===== config.mk =====
export PLATFORM = sky130hd
export DESIGN_NAME = mlp_layer_sequencer
export DESIGN_NICKNAME = d
export VERILOG_FILES = /design/src/rtl/mlp_layer_sequencer.sv
export SDC_FILE = /design/constraint.sdc
export NUM_CORES = 1
export LEC_CHECK = 0
export ABC_AREA = 1
export ABC_CLOCK_PERIOD_IN_PS = 14700
export BUFFER_PORTS_ARGS = -buffer_cell sky130_fd_sc_hd__buf_2
export CELL_PAD_IN_SITES_DETAIL_PLACEMENT = 0
export CELL_PAD_IN_SITES_GLOBAL_PLACEMENT = 1
export CORE_MARGIN = 2
export CORE_UTILIZATION = 53
export DETAILED_ROUTE_END_ITERATION = 16
export GPL_TIMING_DRIVEN = 0
export PLACE_DENSITY = 0.94
export SLEW_MARGIN = 25
export SYNTH_ARGS = -nofsm -noshare
export SYNTH_HDL_FRONTEND = slang
export SYNTH_SLANG_ARGS = --single-unit

===== constraint.sdc =====
create_clock -name clk -period 14.7 [get_ports clk]
set_input_delay 2.94 -clock clk [delete_from_list [all_inputs] [get_ports clk]]
set_output_delay 2.94 -clock clk [all_outputs]
set_load 0.05 [all_outputs]

===== src/rtl/mlp_layer_sequencer.sv =====
// mlp_layer_sequencer: walks the hidden and output layers neuron by neuron,
// issues registered input/weight read addresses, runs the shared signed MAC,
// Q8.8 rescale and ReLU/saturate stage, and emits one result per output neuron.
// Optional build macro: MLP_OUT_RELU_EN applies relu_sat to the output layer;
// without it the output layer is linear with plain truncation.
module mlp_layer_sequencer #(
   parameter int N_INPUTS  = 2,
   parameter int N_HIDDEN  = 4,
   parameter int N_OUTPUT  = 1,
   parameter int IN_WIDTH  = 16,
   parameter int WGT_WIDTH = 16,
   parameter int MAC_WIDTH = 32,
   parameter int OUT_WIDTH = 16,
   parameter int WADDR_W   = $clog2(N_HIDDEN*(N_INPUTS+1) + N_OUTPUT*(N_HIDDEN+1)),
   parameter int IADDR_W   = (N_INPUTS > 1) ? $clog2(N_INPUTS) : 1
) (
   input  logic                       clk,
   input  logic                       rst,
   input  logic                       start,
   output logic                       busy,
   output logic                       done,
   output logic [IADDR_W-1:0]         in_addr,
   input  logic [IN_WIDTH-1:0]        in_data,
   output logic [WADDR_W-1:0]         wgt_addr,
   input  logic [WGT_WIDTH-1:0]       wgt_data,
   output logic                       out_valid,
   output logic [$clog2(N_OUTPUT):0]  out_idx,
   output logic [OUT_WIDTH-1:0]       out_data
);

   localparam int FRAC   = WGT_WIDTH / 2;
   localparam int PROD_W = IN_WIDTH + WGT_WIDTH;
   localparam int OIDX_W = $clog2(N_OUTPUT) + 1;
   localparam int MAXF   = (N_INPUTS > N_HIDDEN) ? N_INPUTS : N_HIDDEN;
   localparam int MAXN   = (N_HIDDEN > N_OUTPUT) ? N_HIDDEN : N_OUTPUT;
   localparam int CNT_W  = (MAXF > 1) ? $clog2(MAXF) : 1;
   localparam int NRN_W  = (MAXN > 1) ? $clog2(MAXN) : 1;
   localparam int HID_IW = (N_HIDDEN > 1) ? $clog2(N_HIDDEN) : 1;
   localparam logic signed [MAC_WIDTH-1:0] SAT_MAX =
      MAC_WIDTH'((64'd1 << (OUT_WIDTH-1)) - 64'd1);

   typedef enum logic [2:0] {S_IDLE, S_LOAD, S_MAC, S_WB, S_DONE} state_t;

   state_t               state_q, state_d;
   logic                 layer_q, layer_d;        // 0: hidden layer, 1: output layer
   logic [NRN_W-1:0]     nrn_q, nrn_d;
   logic [CNT_W-1:0]     cnt_q, cnt_d;
   logic [WADDR_W-1:0]   wgt_addr_q, wgt_addr_d;
   logic [IADDR_W-1:0]   in_addr_q, in_addr_d;

   logic signed [MAC_WIDTH-1:0] acc_q;
   logic signed [IN_WIDTH-1:0]  op_q;
   logic [OUT_WIDTH-1:0]        hid_q [N_HIDDEN];
   logic [OUT_WIDTH-1:0]        out_data_q;
   logic [OIDX_W-1:0]           out_idx_q;

   logic [CNT_W-1:0]            cnt_last;
   logic [NRN_W-1:0]            nrn_last;
   logic signed [WGT_WIDTH-1:0] wgt_s;
   logic signed [IN_WIDTH-1:0]  mul_a;
   logic signed [PROD_W-1:0]    prod_full;
   logic signed [MAC_WIDTH-1:0] prod_ext, bias_ext, sum, shifted, res_sat;
   logic [OUT_WIDTH-1:0]        out_res;

   // Sequencer next-state: neuron/layer walk and registered read addresses.
   always_comb begin
      state_d    = state_q;
      layer_d    = layer_q;
      nrn_d      = nrn_q;
      cnt_d      = cnt_q;
      wgt_addr_d = wgt_addr_q;
      in_addr_d  = in_addr_q;
      cnt_last   = layer_q ? CNT_W'(N_HIDDEN-1) : CNT_W'(N_INPUTS-1);
      nrn_last   = layer_q ? NRN_W'(N_OUTPUT-1) : NRN_W'(N_HIDDEN-1);
      // Weight layout is contiguous, so the bias of each next neuron is last address + 1.
      case (state_q)
         S_IDLE: if (start) begin
            state_d    = S_LOAD;
            layer_d    = 1'b0;
            nrn_d      = '0;
            wgt_addr_d = '0;
            in_addr_d  = '0;
         end
         S_LOAD: begin
            state_d    = S_MAC;
            cnt_d      = '0;
            wgt_addr_d = wgt_addr_q + WADDR_W'(1);
            in_addr_d  = '0;
         end
         S_MAC: if (cnt_q == cnt_last) begin
            state_d = S_WB;
         end else begin
            cnt_d      = cnt_q + CNT_W'(1);
            wgt_addr_d = wgt_addr_q + WADDR_W'(1);
            if (!layer_q) in_addr_d = IADDR_W'(cnt_q + CNT_W'(1));
         end
         S_WB: if (nrn_q == nrn_last && layer_q) begin
            state_d = S_DONE;
         end else begin
            state_d    = S_LOAD;
            wgt_addr_d = wgt_addr_q + WADDR_W'(1);
            if (nrn_q == nrn_last) begin
               layer_d = 1'b1;
               nrn_d   = '0;
            end else begin
               nrn_d   = nrn_q + NRN_W'(1);
            end
         end
         S_DONE:  state_d = S_IDLE;
         default: state_d = S_IDLE;
      endcase
   end

   // State and address registers.
   always_ff @(posedge clk) begin
      if (rst) begin
         state_q    <= S_IDLE;
         layer_q    <= 1'b0;
         nrn_q      <= '0;
         cnt_q      <= '0;
         wgt_addr_q <= '0;
         in_addr_q  <= '0;
      end else begin
         state_q    <= state_d;
         layer_q    <= layer_d;
         nrn_q      <= nrn_d;
         cnt_q      <= cnt_d;
         wgt_addr_q <= wgt_addr_d;
         in_addr_q  <= in_addr_d;
      end
   end

   // MAC datapath: product, rescale, ReLU/saturate and the output-layer result.
   always_comb begin
      wgt_s     = $signed(wgt_data);
      mul_a     = layer_q ? op_q : $signed(in_data);
      prod_full = PROD_W'(mul_a) * PROD_W'(wgt_s);
      prod_ext  = MAC_WIDTH'(prod_full);
      bias_ext  = MAC_WIDTH'(wgt_s) <<< FRAC;
      sum       = acc_q + prod_ext;
      shifted   = sum >>> FRAC;
      if (shifted < 0)            res_sat = '0;
      else if (shifted > SAT_MAX) res_sat = SAT_MAX;
      else                        res_sat = shifted;
`ifdef MLP_OUT_RELU_EN
      out_res   = OUT_WIDTH'(res_sat);
`else
      out_res   = OUT_WIDTH'(shifted);
`endif
   end

   // Accumulator, output-layer operand staging, hidden activations and held result.
   always_ff @(posedge clk) begin
      if (rst) begin
         acc_q      <= '0;
         op_q       <= '0;
         out_data_q <= '0;
         out_idx_q  <= '0;
         for (int unsigned i = 0; i < N_HIDDEN; i++) hid_q[i] <= '0;
      end else begin
         if (state_q == S_MAC) begin
            acc_q <= (cnt_q == '0) ? bias_ext : sum;
            if (layer_q) op_q <= IN_WIDTH'(hid_q[HID_IW'(cnt_q)]);
         end
         if (state_q == S_WB) begin
            if (!layer_q) begin
               hid_q[HID_IW'(nrn_q)] <= OUT_WIDTH'(res_sat);
            end else begin
               out_data_q <= out_res;
               out_idx_q  <= OIDX_W'(nrn_q);
            end
         end
      end
   end

   // Status and result outputs; strobes are suppressed while reset is asserted.
   always_comb begin
      busy      = (state_q == S_LOAD) || (state_q == S_MAC) || (state_q == S_WB);
      done      = (state_q == S_DONE) && !rst;
      out_valid = (state_q == S_WB) && layer_q && !rst;
      out_data  = out_valid ? out_res : out_data_q;
      out_idx   = out_valid ? OIDX_W'(nrn_q) : out_idx_q;
      in_addr   = in_addr_q;
      wgt_addr  = wgt_addr_q;
   end

endmodule

### Word level (Yosys, flattened, before mapping)

Memory sizes are Yosys's and may differ from the RTL's. A register that Yosys moved wholly into a read port is not among the register bits.
Cells that the tools add are included.

* bits in registers: 63
* RAM bits: 64
* input port bits: 35
* output and inout bits: 26
* memories kept: 1

Memory list
* hid_q: depth 4, width 16, rd ports 1, clocked after memory_dff 1, write ports 4, RTL line 53 `logic [OUT_WIDTH-1:0] hid_q [N_HIDDEN];`

* add/subtract/negate cells: 4
* multipliers: 1
* $lt $le $gt $ge: 2
* equal/unequal tests: 12
* mux-type cells: 38
* reduce and logical (&&, ||, !) cells: 22

Operators with widths (number)
* 16-bit two-way mux: 5
* 32-bit adder: 1
* 16-bit by 16-bit multiplier with 32-bit output: 1
* 32-bit two-way mux: 1
* 24-bit by 16-bit > comparator with 1-bit output, second input constant: 1
* 24-bit by 1-bit less-than comparator with 1-bit output, second input constant: 1
* 5-bit one-hot mux with 4 select lines: 1
* 16-bit OR reduction: 1
* 5-bit two-way mux: 3
* 2-bit two-way mux: 7
* 1-bit two-way mux: 13
* 2-bit != test, second input constant: 6
* 3-bit one-hot mux with 4 select lines: 1
* 4-bit AND reduction: 3
* 3-bit two-way mux: 3
* 2-bit one-hot mux with 2 select lines: 2
* 2-bit AND reduction: 4
* 3-bit by 2-bit == test with 1-bit output, second input constant: 2
* 5-bit by 1-bit adder with 5-bit output, second input constant: 1
* 2-bit by 1-bit adder with 2-bit output, second input constant: 2
* 2-bit == test: 2
* 1-bit logical AND: 4
* 2-bit nonzero test: 2
* 4-bit nonzero test: 1
* 10 further kinds: 11

### Longest topological paths before layout

* depth in word-level cells: 7
* gate-level depth with buffers: 38
* depth with buffers taken out: 34

### Least setup slack after synthesis

OpenSTA, ideal clock, no wires.

* path kind: input to output
* start point: input wgt_data[1]
* end point: output out_data[12]
* arrival time: 8.698 ns
* setup slack: 3.062 ns
* stages: 24
* path through: clkbuf_1 clkinv_1 nor2_1 inv_1 fa_1 fa_1 inv_1 fa_1 inv_1 fa_1 fa_1 fa_1 inv_1 ha_1 nand2_1 nor2_1 nor2_1 o21ai_0 a21oi_1 o21ai_0 or2_2 nand2_1 nand2_1 o21ai_0

* longest elaborated chain between the ends: 3

RTL lines
* from (decl): RTL line 25 `input logic [WGT_WIDTH-1:0] wgt_data,`
* 16-bit by 16-bit multiplier with 32-bit output: RTL line 137 `prod_full = PROD_W'(mul_a) * PROD_W'(wgt_s);`
* 32-bit adder: RTL line 140 `sum = acc_q + prod_ext;`
* 16-bit two-way mux: RTL line 181 `out_data = out_valid ? out_res : out_data_q;`
* to (decl): RTL line 28 `output logic [OUT_WIDTH-1:0] out_data`

Every way passes these cells.

### Worst setup path in the final report

* start point: input in_data[8]
* end point: output out_data[13]

* longest elaborated chain between the ends: 4

RTL lines
* from (decl): RTL line 23 `input logic [IN_WIDTH-1:0] in_data,`
* 16-bit two-way mux: RTL line 136 `mul_a = layer_q ? op_q : $signed(in_data);`
* 16-bit by 16-bit multiplier with 32-bit output: RTL line 137
* 32-bit adder: RTL line 140
* 16-bit two-way mux: RTL line 181

Every way passes these cells.

==> out/results.ini <==
[grt]
grtUsageMet1_pct = 42.1
antenna_found_initial = 0
busiest_layer = met2
grt_pass1_vias = 15000
grt_pass1_wl_mm = 81.8
gr-usage-all-layers_pct = 32.1
overflow = 0
grtUsageMet3_pct = 4.17
grt_max_degree = 18
grt_use_met2_pct = 53.7

[sta]
timing.final.crit_share_pct = 89.0
finalCriticalPeriod_ns = 13.08
fmax_ghz = 0.0764
rsz0062_at_grt = no
tightestPinTransition_ns = 0.964
max_slew_margin_pct = 35.7
skew_ns = 0.0113
setup_viol = 0
finalSetupTns_ns = 0
hold_viol_final = 0
slew_violations = 0

[clock_network]
insertion_delay_ns = 0.43
cts.path.max_buffers = 2
hold_buffers = 0
cts-root-buf = clkbuf_16
cts_resized = 0
post-cts-setup-buffer-count = 0
cts_buffers = 17
h-tree-depth = 4
cts_tree = yes
clk_pin_slew_ns = 0.06
cts.sinks = 143

[worst_hold_path]
min_path_type = flop to flop

[layout]
num-nets-final = 2635
syn2layout_area_growth_pct = 8.33
antennaDiodeCount = 0
drive_above_1_share_pct = 6.30

[setup_path]
timing.rr.start = layer_q$_SDFFE_PP0P_
arrival_ns = 10.14
ff2ff_setup_slack_ns = 6.35
required_ns = 11.76
crit_path_end_kind = output port
worstRegToRegCells = 33
regToRegEndpoint = hid_q[1][11]$_SDFFCE_PN0P_
crit_fanout = 9
startpoint = in_data[8]
startpoint_type = input port
worstSetupPathType = input port to output port
worstSetupEndpoint = out_data[13]

[detailed_routing]
viasPerCell = 5.34
vias = 14200
first_pass_iters = 5
wire_per_inst_um = 19.3
routed_wl_mm = 51.4
drt-initial-drc-count = 1099
antenna_left = 0
drc = 0

[die]
die_w_um = 185
rows = 66
coreArea_um2 = 32400
initial_core_util_pct = 53.6
ios = 61
die_h_um = 185
dieArea_um2 = 34200

[logic_synthesis]
synth-seq-cells = 143
synth.most_common_cell = inv_1
ys_types = 40
synth_area_leaders = fa_1, edfxtp_1, inv_1, dfxtp_1, nand2_1
ys_seq_area_share_pct = 20.2
yosys.area.top_type = fa_1
syn_area_um2 = 17400
avgSynthCellArea_um2 = 8.15
synth_flop_cell = dfxtp_1
synth-edff-count = 64
post-synth-top-area-fraction_pct = 33.7
yosysWarnings = 0
synth_cells = 2129
synthArstFlopShare_pct = 0
netlist_top_cells_count = inv_1, nand2_1, fa_1

[outcome]
status = completed

[placed_design]
gp_congestion = 0.974
hpwl_mm = 42.6
port_buffers = 56

[flow_run]
maxCapViolCount = 0

registers in the layout, summed over array words and instances (netlist names), 2 cells and up:
register    flops
acc_q          32
wgt_addr        5
out_data_q     16
cnt_q           2
hid_q          64
op_q           16
nrn_q           2
state_q         3
worst min-delay path by stage:
stage / from / endpoint / slack (ns) / depth (start not counted)
after global placement: out_data_q[11]$_SDFFE_PP0P_ / out_data_q[11]$_SDFFE_PP0P_ / 0.46 / 2
after floorplan: out_data_q[0]$_SDFFE_PP0P_ / out_data_q[0]$_SDFFE_PP0P_ / 0.45 / 2
after global routing: acc_q[18]$_SDFFE_PP0N_ / acc_q[18]$_SDFFE_PP0N_ / 0.49 / 2
final: in_addr$_SDFFE_PP0P_ / in_addr$_SDFFE_PP0P_ / 0.47 / 2
after detailed placement: acc_q[21]$_SDFFE_PP0N_ / acc_q[21]$_SDFFE_PP0N_ / 0.46 / 2
after CTS: in_addr$_SDFFE_PP0P_ / in_addr$_SDFFE_PP0P_ / 0.47 / 2
placed cells by master, fill, tap and decap left out, types with 5 or more instances in the layout:
master     instances
nand4_1            9
xnor2_1           14
nand3_1           34
ha_1             100
clkbuf_1          64
nor3_1            14
inv_6              5
or2_2             24
edfxtp_1          64
a21oi_1           77
nor2_1           289
inv_1            481
nand2_1          374
a31oi_1           23
buf_2             58
fa_1             292
nand2_2           12
o21ai_0          117
dfxtp_1           79
o21bai_1           6
clkinv_1           7
clkbuf_16         17
xor2_1            15
final cells by class:
class | count | area (um2)
Buffer | 70 | 289
Clock buffer | 18 | 429
Clock inverter | 14 | 128
Fill cell | 3010 | 13600
Inverter | 489 | 1840
Multi-Input combinational cell | 1430 | 11800
Sequential cell | 143 | 3500
Tap cell | 442 | 553
Timing Repair Buffer | 57 | 295
critical path: stages:
cell and delay, ns:
buf_2 0.10, or2_2 0.28, nand2_1 0.51, clkinv_1 0.59, nand2_1 0.22, fa_1 0.47, fa_1 0.55, inv_1 0.06
fa_1 0.51, inv_1 0.06, fa_1 0.57, fa_1 0.47, fa_1 0.50, inv_1 0.05, ha_1 0.34, nand2_1 0.11
nor2_1 0.14, inv_1 0.08, nor2_1 0.14, a21oi_1 0.13, o21bai_1 0.35, a21oi_1 0.15, inv_1 0.08, nand2_1 0.05
nand2_1 0.21, nand2_1 0.11, o21ai_0 0.09, buf_2 0.28
metrics by stage:
| step | instances | instance area [um2] | utilization, % | setup WS (ns) | hold slack, ns |
|---|---|---|---|---|---|
| final | 2663 | 18800 | 58.1 | 1.62 | 0.466 |
| after global routing | 2663 | 18800 | 58.1 | 1.28 | 0.491 |
| after CTS | 2663 | 18800 | 58.1 | 1.66 | 0.472 |
| after detailed placement | 2631 | 18200 | 56.3 | 1.70 | 0.462 |
| after global placement | 2630 | 18200 | 56.2 | 1.45 | 0.457 |
| after floorplan | 2132 | 17400 | - | 3.06 | 0.446 |
per-layer routing:
layer	routed length, um	share of wire (%)	vias to the layer above
met5	0	0	-
met4	2140	4.2	0
met2	24300	47	615
met1	21400	42	6949
li1	-	-	6537
met3	3560	6.9	116
logic make-up after synthesis:
kind of cell    after synthesis  share of synthesized area, %
other cells                   1                        0.0216
simple gates                767                          17.9
buf+inv                     559                          12.2
xor+xnor                     29                          1.46
fa+ha+maj                   392                          40.9
compound gates              238                          7.31
flops                       143                          20.2
Power is not shown: default switching activity piles up to over one toggle a cycle in this logic, so the estimate is an artifact.
